--- config.mk ---
export PLATFORM = sky130hd
export DESIGN_NAME = instr_fetch_unit
export DESIGN_NICKNAME = d
export VERILOG_FILES = /design/src/rtl/instr_fetch_unit_pkg.sv /design/src/rtl/instr_fetch_unit_next_pc_calc.sv /design/src/rtl/instr_fetch_unit.sv
export SDC_FILE = /design/constraint.sdc
export NUM_CORES = 1
export LEC_CHECK = 0
export BUFFER_PORTS_ARGS = -buffer_cell sky130_fd_sc_hd__clkbuf_2
export CAP_MARGIN = 0
export CORE_ASPECT_RATIO = 2
export CORE_UTILIZATION = 40
export CTS_CLUSTER_DIAMETER = 50
export DETAILED_ROUTE_END_ITERATION = 8
export PLACE_DENSITY = 0.79
export RECOVER_POWER = 100
export SYNTH_ARGS = -nofsm -noshare
export SYNTH_HDL_FRONTEND = slang
export SYNTH_SLANG_ARGS = --single-unit
--- constraint.sdc ---
create_clock -name CLK -period 4.1 [get_ports CLK]
set_input_delay 1.025 -clock CLK [delete_from_list [all_inputs] [get_ports CLK]]
set_output_delay 1.025 -clock CLK [all_outputs]
set_load 0.01 [all_outputs]
--- src/rtl/instr_fetch_unit_pkg.sv ---
// Shared types for the instruction fetch unit: machine word, next-PC select
// and the fetch/execute sequencing states.
package instr_fetch_unit_pkg;

    typedef logic [31:0] word_t;

    typedef enum logic [1:0] {
        PC4 = 2'd0,
        BR  = 2'd1,
        J   = 2'd2,
        JR  = 2'd3
    } PCSrc_t;

    typedef enum logic [1:0] {
        FETCH  = 2'd0,
        EXEC   = 2'd1,
        HALTED = 2'd2
    } fetch_state_t;

    localparam word_t PC_STEP = 32'd4;

endpackage

--- src/rtl/instr_fetch_unit_next_pc_calc.sv ---
// Combinational next-PC selection: sequential, PC-relative branch, absolute
// jump within the current 256 MB region, and register-indirect jump.
module instr_fetch_unit_next_pc_calc
    import instr_fetch_unit_pkg::*;
(
    input  word_t       pc,
    input  PCSrc_t      PCSrc,
    input  logic [15:0] imm16,
    input  logic [25:0] j_addr26,
    input  logic        br_taken,
    input  word_t       rdat1,
    output word_t       next_pc,
    output word_t       pc_plus4
);

    logic signed [31:0] br_offset;
    word_t              br_target;
    word_t              j_target;
    word_t              jr_target;

    assign pc_plus4  = pc + PC_STEP;
    // Word offset: sign-extend then scale by 4; wraps naturally mod 2^32.
    assign br_offset = {{14{imm16[15]}}, imm16, 2'b00};
    assign br_target = pc_plus4 + word_t'(br_offset);
    assign j_target  = {pc_plus4[31:28], j_addr26, 2'b00};
    assign jr_target = rdat1 & ~word_t'(32'h3);

    always_comb begin
        next_pc = pc_plus4;
        unique case (PCSrc)
            PC4: next_pc = pc_plus4;
            BR:  next_pc = br_taken ? br_target : pc_plus4;
            J:   next_pc = j_target;
            JR:  next_pc = jr_target;
            default: next_pc = pc_plus4;
        endcase
    end

endmodule

--- src/rtl/instr_fetch_unit.sv ---
// Instruction fetch unit: owns the PC, fetches from the icache, holds the
// instruction steady for the control unit and sequences fetch/execute/halt.
module instr_fetch_unit
    import instr_fetch_unit_pkg::*;
#(
    parameter word_t PC_RESET = 32'h0000_0000
)(
    input  logic        CLK,
    input  logic        RST,
    input  logic        ihit,
    input  word_t       imemload,
    output logic        imemREN,
    output word_t       imemaddr,
    output word_t       instr,
    output logic        instr_valid,
    input  PCSrc_t      PCSrc,
    input  logic [15:0] imm16,
    input  logic [25:0] j_addr26,
    input  logic        br_taken,
    input  word_t       rdat1,
    input  logic        exec_stall,
    input  logic        halt,
    output word_t       pc,
    output word_t       pc_plus4,
    output logic        halted
);

    fetch_state_t state, state_next;
    word_t        pc_r, pc_next;
    word_t        instr_r, instr_next;
    word_t        calc_pc;

    instr_fetch_unit_next_pc_calc u_next_pc (
        .pc       (pc_r),
        .PCSrc    (PCSrc),
        .imm16    (imm16),
        .j_addr26 (j_addr26),
        .br_taken (br_taken),
        .rdat1    (rdat1),
        .next_pc  (calc_pc),
        .pc_plus4 (pc_plus4)
    );

    always_ff @(posedge CLK) begin
        if (RST) begin
            state   <= FETCH;
            pc_r    <= PC_RESET;
            instr_r <= '0;
        end else begin
            state   <= state_next;
            pc_r    <= pc_next;
            instr_r <= instr_next;
        end
    end

    // Halt outranks stall so a halting instruction never lingers in EXEC.
    always_comb begin
        state_next = state;
        pc_next    = pc_r;
        instr_next = instr_r;
        unique case (state)
            FETCH: begin
                if (ihit) begin
                    instr_next = imemload;
                    state_next = EXEC;
                end
            end
            EXEC: begin
                if (halt) begin
                    state_next = HALTED;
                end else if (!exec_stall) begin
                    pc_next    = calc_pc;
                    state_next = FETCH;
                end
            end
            HALTED: state_next = HALTED;
            default: state_next = FETCH;
        endcase
    end

    assign pc          = pc_r;
    assign imemaddr    = pc_r;
    assign instr       = instr_r;
    assign imemREN     = (state == FETCH);
    assign instr_valid = (state == EXEC);
    assign halted      = (state == HALTED);

endmodule
Yosys cells after proc, flatten, opt, wreduce, memory -nomap -nowiden
Index checks and enable logic that the tools add are counted.
{ "word_totals": {"reg_bits": 66, "inputBits": 114, "out_inout_bits": 131, "wordCells": 25} }
{ "classes": {"add_sub_neg": 2, "eq_ne": 7, "muxes": 6, "bitwise": 2, "reduce_logical": 5} }
{ "ops": {"columns": ["cell", "count"], "rows": [
  ["$pmux W32 S4", 1],
  ["$add A32 B3 Y32 const B", 1],
  ["$add A32 B32 Y32", 1],
  ["$mux W32", 1],
  ["$eq A2 B2 Y1 const B", 3],
  ["$mux W2", 3],
  ["$pmux W2 S3", 1],
  ["$eq A2 B1 Y1 const B", 2],
  ["$logic_not A2 Y1", 2],
  ["$reduce_and A2 Y1", 2],
  ["$ne A3 B2 Y1 const B", 1],
  ["$reduce_and A3 Y1", 1],
  ["$ne A2 B2 Y1 const B", 1],
  ["$not A1 Y1", 2]
]} }

Depth between registers and ports, before layout
{ "depth": {"word_depth": 4, "ltp_mapped": 16, "ltp_nobuf": 15} }

Hierarchy
From an unflattened synthesis, not the netlist that was laid out.
{ "unflattened": {"hier_cells": 793, "hier_area_um2": 6505.0} }
{ "modules_own_cells": {"columns": ["module", "n_inst", "cells_each", "area_per_inst_um2", "seq_area_each_um2"], "rows": [
  ["instr_fetch_unit_next_pc_calc", 1, 472, 3298.2, 0.0],
  ["instr_fetch_unit", 1, 321, 3206.8, 1321.3]
]} }

Worst setup path before layout
No wires, ideal clock.
{ "synth_timing": {"kind": "reg-to-reg", "startpoint": "register pc_r[2] (netlist: imemaddr[2])", "endpoint": "register pc_r[31] (netlist: imemaddr[31])", "setup_ns": 0.079, "arrival_time_ns": 3.788, "t_required_ns": 4.021, "setup_slack_ns": 0.233, "stages_incl_launch_ff": 16, "path_buffers": 0, "period_less_slack_ns": 3.867, "path_cell_list": "dfxtp_1 > ha_1 > and3_1 > and3_1 > and2_1 > nand4_1 > xnor2_1 > ha_1 > a21oi_1 > o21ai_0 > a21o_4 > a211o_1 > a21bo_1 > a31o_1 > or4_1 > o211ai_1"} }
{ "synth_via": {"elab_chain_cells": 4} }
{ "synth_rtl": {"columns": ["item", "line", "source"], "rows": [
  ["start, declared", "instr_fetch_unit.sv:29", "word_t pc_r, pc_next;"],
  ["start signal, assigned", "instr_fetch_unit.sv:51", "pc_r <= pc_next;"],
  ["$add A32 B3 Y32", "instr_fetch_unit_next_pc_calc.sv:21", "assign pc_plus4 = pc + PC_STEP;"],
  ["net pc_plus4[12]", "instr_fetch_unit.sv:24", "output word_t pc_plus4,"],
  ["$add A32 B32 Y32", "instr_fetch_unit_next_pc_calc.sv:24", "assign br_target = pc_plus4 + word_t'(br_offset);"],
  ["$mux W32", "instr_fetch_unit_next_pc_calc.sv:32", "BR: next_pc = br_taken ? br_target : pc_plus4;"],
  ["$pmux W32 S4", "instr_fetch_unit_next_pc_calc.sv:30", "unique case (PCSrc)"]
]} }
The timed path passes the listed nets, and every way through them passes these cells.
A chain may end at the register's enable or synchronous reset.

Worst setup path in the final report
{ "layout_timing": {"startpoint": "register pc_r[3] (netlist: imemaddr[3])", "endpoint": "register pc_r[26] (netlist: imemaddr[26])"} }
{ "layout_via": {"elab_chain_cells": 4} }
{ "layout_rtl": {"columns": ["item", "line"], "rows": [
  ["$add A32 B3 Y32 *", "instr_fetch_unit_next_pc_calc.sv:21"],
  ["$add A32 B32 Y32", "instr_fetch_unit_next_pc_calc.sv:24"],
  ["$mux W32", "instr_fetch_unit_next_pc_calc.sv:32"],
  ["$pmux W32 S4 *", "instr_fetch_unit_next_pc_calc.sv:30"]
]} }
Mark *: on every way between the ends. The rest lies on a longest branch, timed or not.

==> impl_metrics.yaml <==
placement:
  post-place-ws_ns: 0.1727
  place_congestion: 1.013
  dp_hpwl_mm: 18.02
  portBuffers: 236
  place_inst: 1223
timing:
  hold_viol: 0
  rsz0062_at_grt: "true"
  holdWs_ns: 0.4527
  fin_skew_ns: 0.01142
  worst_slack_ns: 0.2028
  relSlewSlack_pct: -53.84
  setup_viol_count_final: 0
  timing.fmax_mhz: 256.6
  worst_pin_slew_ns: 2.308
  period_share_pct: 95.05
  drv_slew: 51
  fin_crit_ns: 3.897
clock_tree:
  cts_inserted_buffers: 9
  cts_htree_levels: 3
  cts-root-buf: "clkbuf_16"
  cts_tree: "built"
  clk_pin_slew_worst_paths_ns: 0.07
  clock_latency_ns: 0.34
  cts.sinks: 64
  cts_hold_buf: 0
  post-cts-setup-buffers: 0
  clockBufferDepth: 2
  ctsResizeCount: 0
global_routing:
  grt_max_degree: 51
  grtUsageTotal_pct: 29.11
  top_usage_layer: "met2"
  grt_pass1_wl_mm: 32.91
  grt.met2_usage_pct: 55.60
  grt_pass1_vias: 6467
  antenna_found_initial: 0
  use_met1_pct: 27.54
  grt_use_met3_pct: 3.962
  overflow: 0
final_layout:
  drive_gt1_share_pct: 26.57
  antenna_cells: 0
  stdcell_count: 1239
  layout_common_cells: "clkbuf_2, nand2_1, a21oi_1"
  final_common_cell: "clkbuf_2"
  fillers: 1453
  syn_to_final_growth_pct: 31.04
  layout.nets: 1194
power_and_ir_drop:
  powerDensity_nw_per_um2: 268.2
  p_leak_nw: 3.545
  ir_drop_uv: 171.2
  power_mw: 2.036
outcome:
  status: "finished, violations left"
  failed_checks: "capacitance limit, slew limit"
synth:
  ys.flop_type: "dfxtp_1"
  netlist_instances: 797
  yosys_warnings: 0
  synth-edff-count: 0
  yosysSeqAreaShare_pct: 22.12
  async_flop_share_pct: 0
  netlist_area_um2: 5793
  ys_ff_latch: 64
  syn_area_per_cell_um2: 7.269
  synth_cell_types: 81
worst_hold_path:
  min_to: "instr[4]$_SDFFE_PP0P_"
  hold_path_class: "register to register"
  hold-path-cell-count: 2
  hp-start: "instr[4]$_SDFFE_PP0P_"
worst_setup_path:
  worst-r2r-cell-count: 15
  slowest_delay_ns: 0.49
  slowest_stage: "or3_1"
  cp.arrival_ns: 4.16
  worst-setup-path-type: "register to register"
  end_kind: "register"
  path_max_fanout: 10
  r2r_end: "imemaddr[26]$_SDFFE_PP0P_"
  crit_path_start_kind: "register"
  r2r-start: "imemaddr[3]$_SDFFE_PP0P_"
  required_ns: 4.36
  rrSetupSlack_ns: 0.20
  path_cells: "ha_1 > and3_1 > nand4_2 > or3_1 > xnor2_1 > ha_2 > and3_1 > a211o_1 > a21oi_1 > buf_4 > nor2_1 > a21bo_2 > a21oi_1 > o31a_1 > nor3_1"
routing:
  vias: 7044
  first_iter_violations: 324
  drc: 0
  wl_per_cell_um: 18.37
  vias_per_cell: 5.685
  dr.pass1.iters: 5
  drt_wl_total_mm: 22.76
  ant_nets: 0
floorplan:
  dieArea_um2: 15000
  io-pin-count: 245
  start_util_pct: 41.25
  dieHeight_um: 172.2
  die_x_um: 87.10
  core-area_um2: 14040
  row_count: 61
run:
  maxCapViolCount: 1
[through the flow]
step                utilization (%)  setup TNS [ns]  instance area [um2]
floorplan                         -               0                 5812
global placement              52.20               0                 7331
detailed placement            52.20               0                 7331
CTS                           54.52               0                 7656
global route                  54.05        -0.05556                 7591
finish                        54.05               0                 7591
[per-layer routing]
metal,up-vias,part of all wire (%)
li1,3326,-
met1,3275,33
met2,348,54
met3,95,6.5
met4,0,6.9
met5,-,0
[power by group]
group          internal [mW]  total [mW]  leakage [nW]  switching [mW]
Combinational          0.197       0.494          2.86           0.297
Sequential             0.652       0.674         0.522          0.0211
Clock                  0.539       0.868         0.161           0.329
Total                   1.39        2.04          3.54           0.647
[worst max path at each step]
stage	endpoint	slack, ns	start
after floorplan	imemaddr[31]$_SDFFE_PP0P_	0.23	imemaddr[2]$_SDFFE_PP0P_
after global placement	imemaddr[31]$_SDFFE_PP0P_	0.23	imemaddr[2]$_SDFFE_PP0P_
after detailed placement	imemaddr[31]$_SDFFE_PP0P_	0.17	imemaddr[2]$_SDFFE_PP0P_
after CTS	imemaddr[31]$_SDFFE_PP0P_	0.12	imemaddr[2]$_SDFFE_PP0P_
after global routing	imemaddr[31]$_SDFFE_PP0P_	-0.04	imemaddr[2]$_SDFFE_PP0P_
final	imemaddr[26]$_SDFFE_PP0P_	0.20	imemaddr[3]$_SDFFE_PP0P_
[critical path: cells and delay by family (launching register included)]
kind	cells	cell delay (ns)
buffers and inverters	1	0.18
xor gates and xnor gates	1	0.24
and+or+nand+nor	6	1.32
adders and majority gates	2	0.62
DFF	1	0.34
AOI/OAI and AO/OA	5	1.13
[flip-flops by register name (all words and copies together) (netlist names)]
| register | count |
|---|---|
| imemaddr | 30 |
| instr | 32 |
| state | 2 |
[synthesized netlist by cell type, types with 18 or more instances]
master / count / area (um2)
nand2_1: 133 / 499.2
xor2_1: 23 / 201.4
ha_1: 34 / 425.4
nor2_1: 58 / 217.7
xnor2_1: 21 / 183.9
buf_4: 36 / 270.3
dfxtp_1: 64 / 1281
nand3_1: 21 / 105.1
clkbuf_1: 32 / 120.1
a21oi_1: 97 / 485.5
o21ai_0: 36 / 180.2
inv_1: 20 / 75.07
nor3_1: 18 / 90.09
[kinds of logic after synthesis]
kind of cell | synth area share [%]
xor gates and xnor gates | 6.933
AOI/OAI and AO/OA | 28.36
other | 0.06473
adders and majority gates | 7.689
DFF | 22.12
muxes | 1.620
buffers and inverters | 8.963
and+or+nand+nor | 24.26
[cell type report]
cell class,count,area [um2],share of cell area [%]
Inverter,20,75.07,0.9890
Sequential cell,64,1281,16.88
Clock inverter,7,100.1,1.319
Multi-Input combinational cell,642,4084,53.80
Tap cell,189,236.5,3.115
Clock buffer,9,225.2,2.967
Timing Repair Buffer,308,1589,20.93
(Power assumes the default switching activity.)
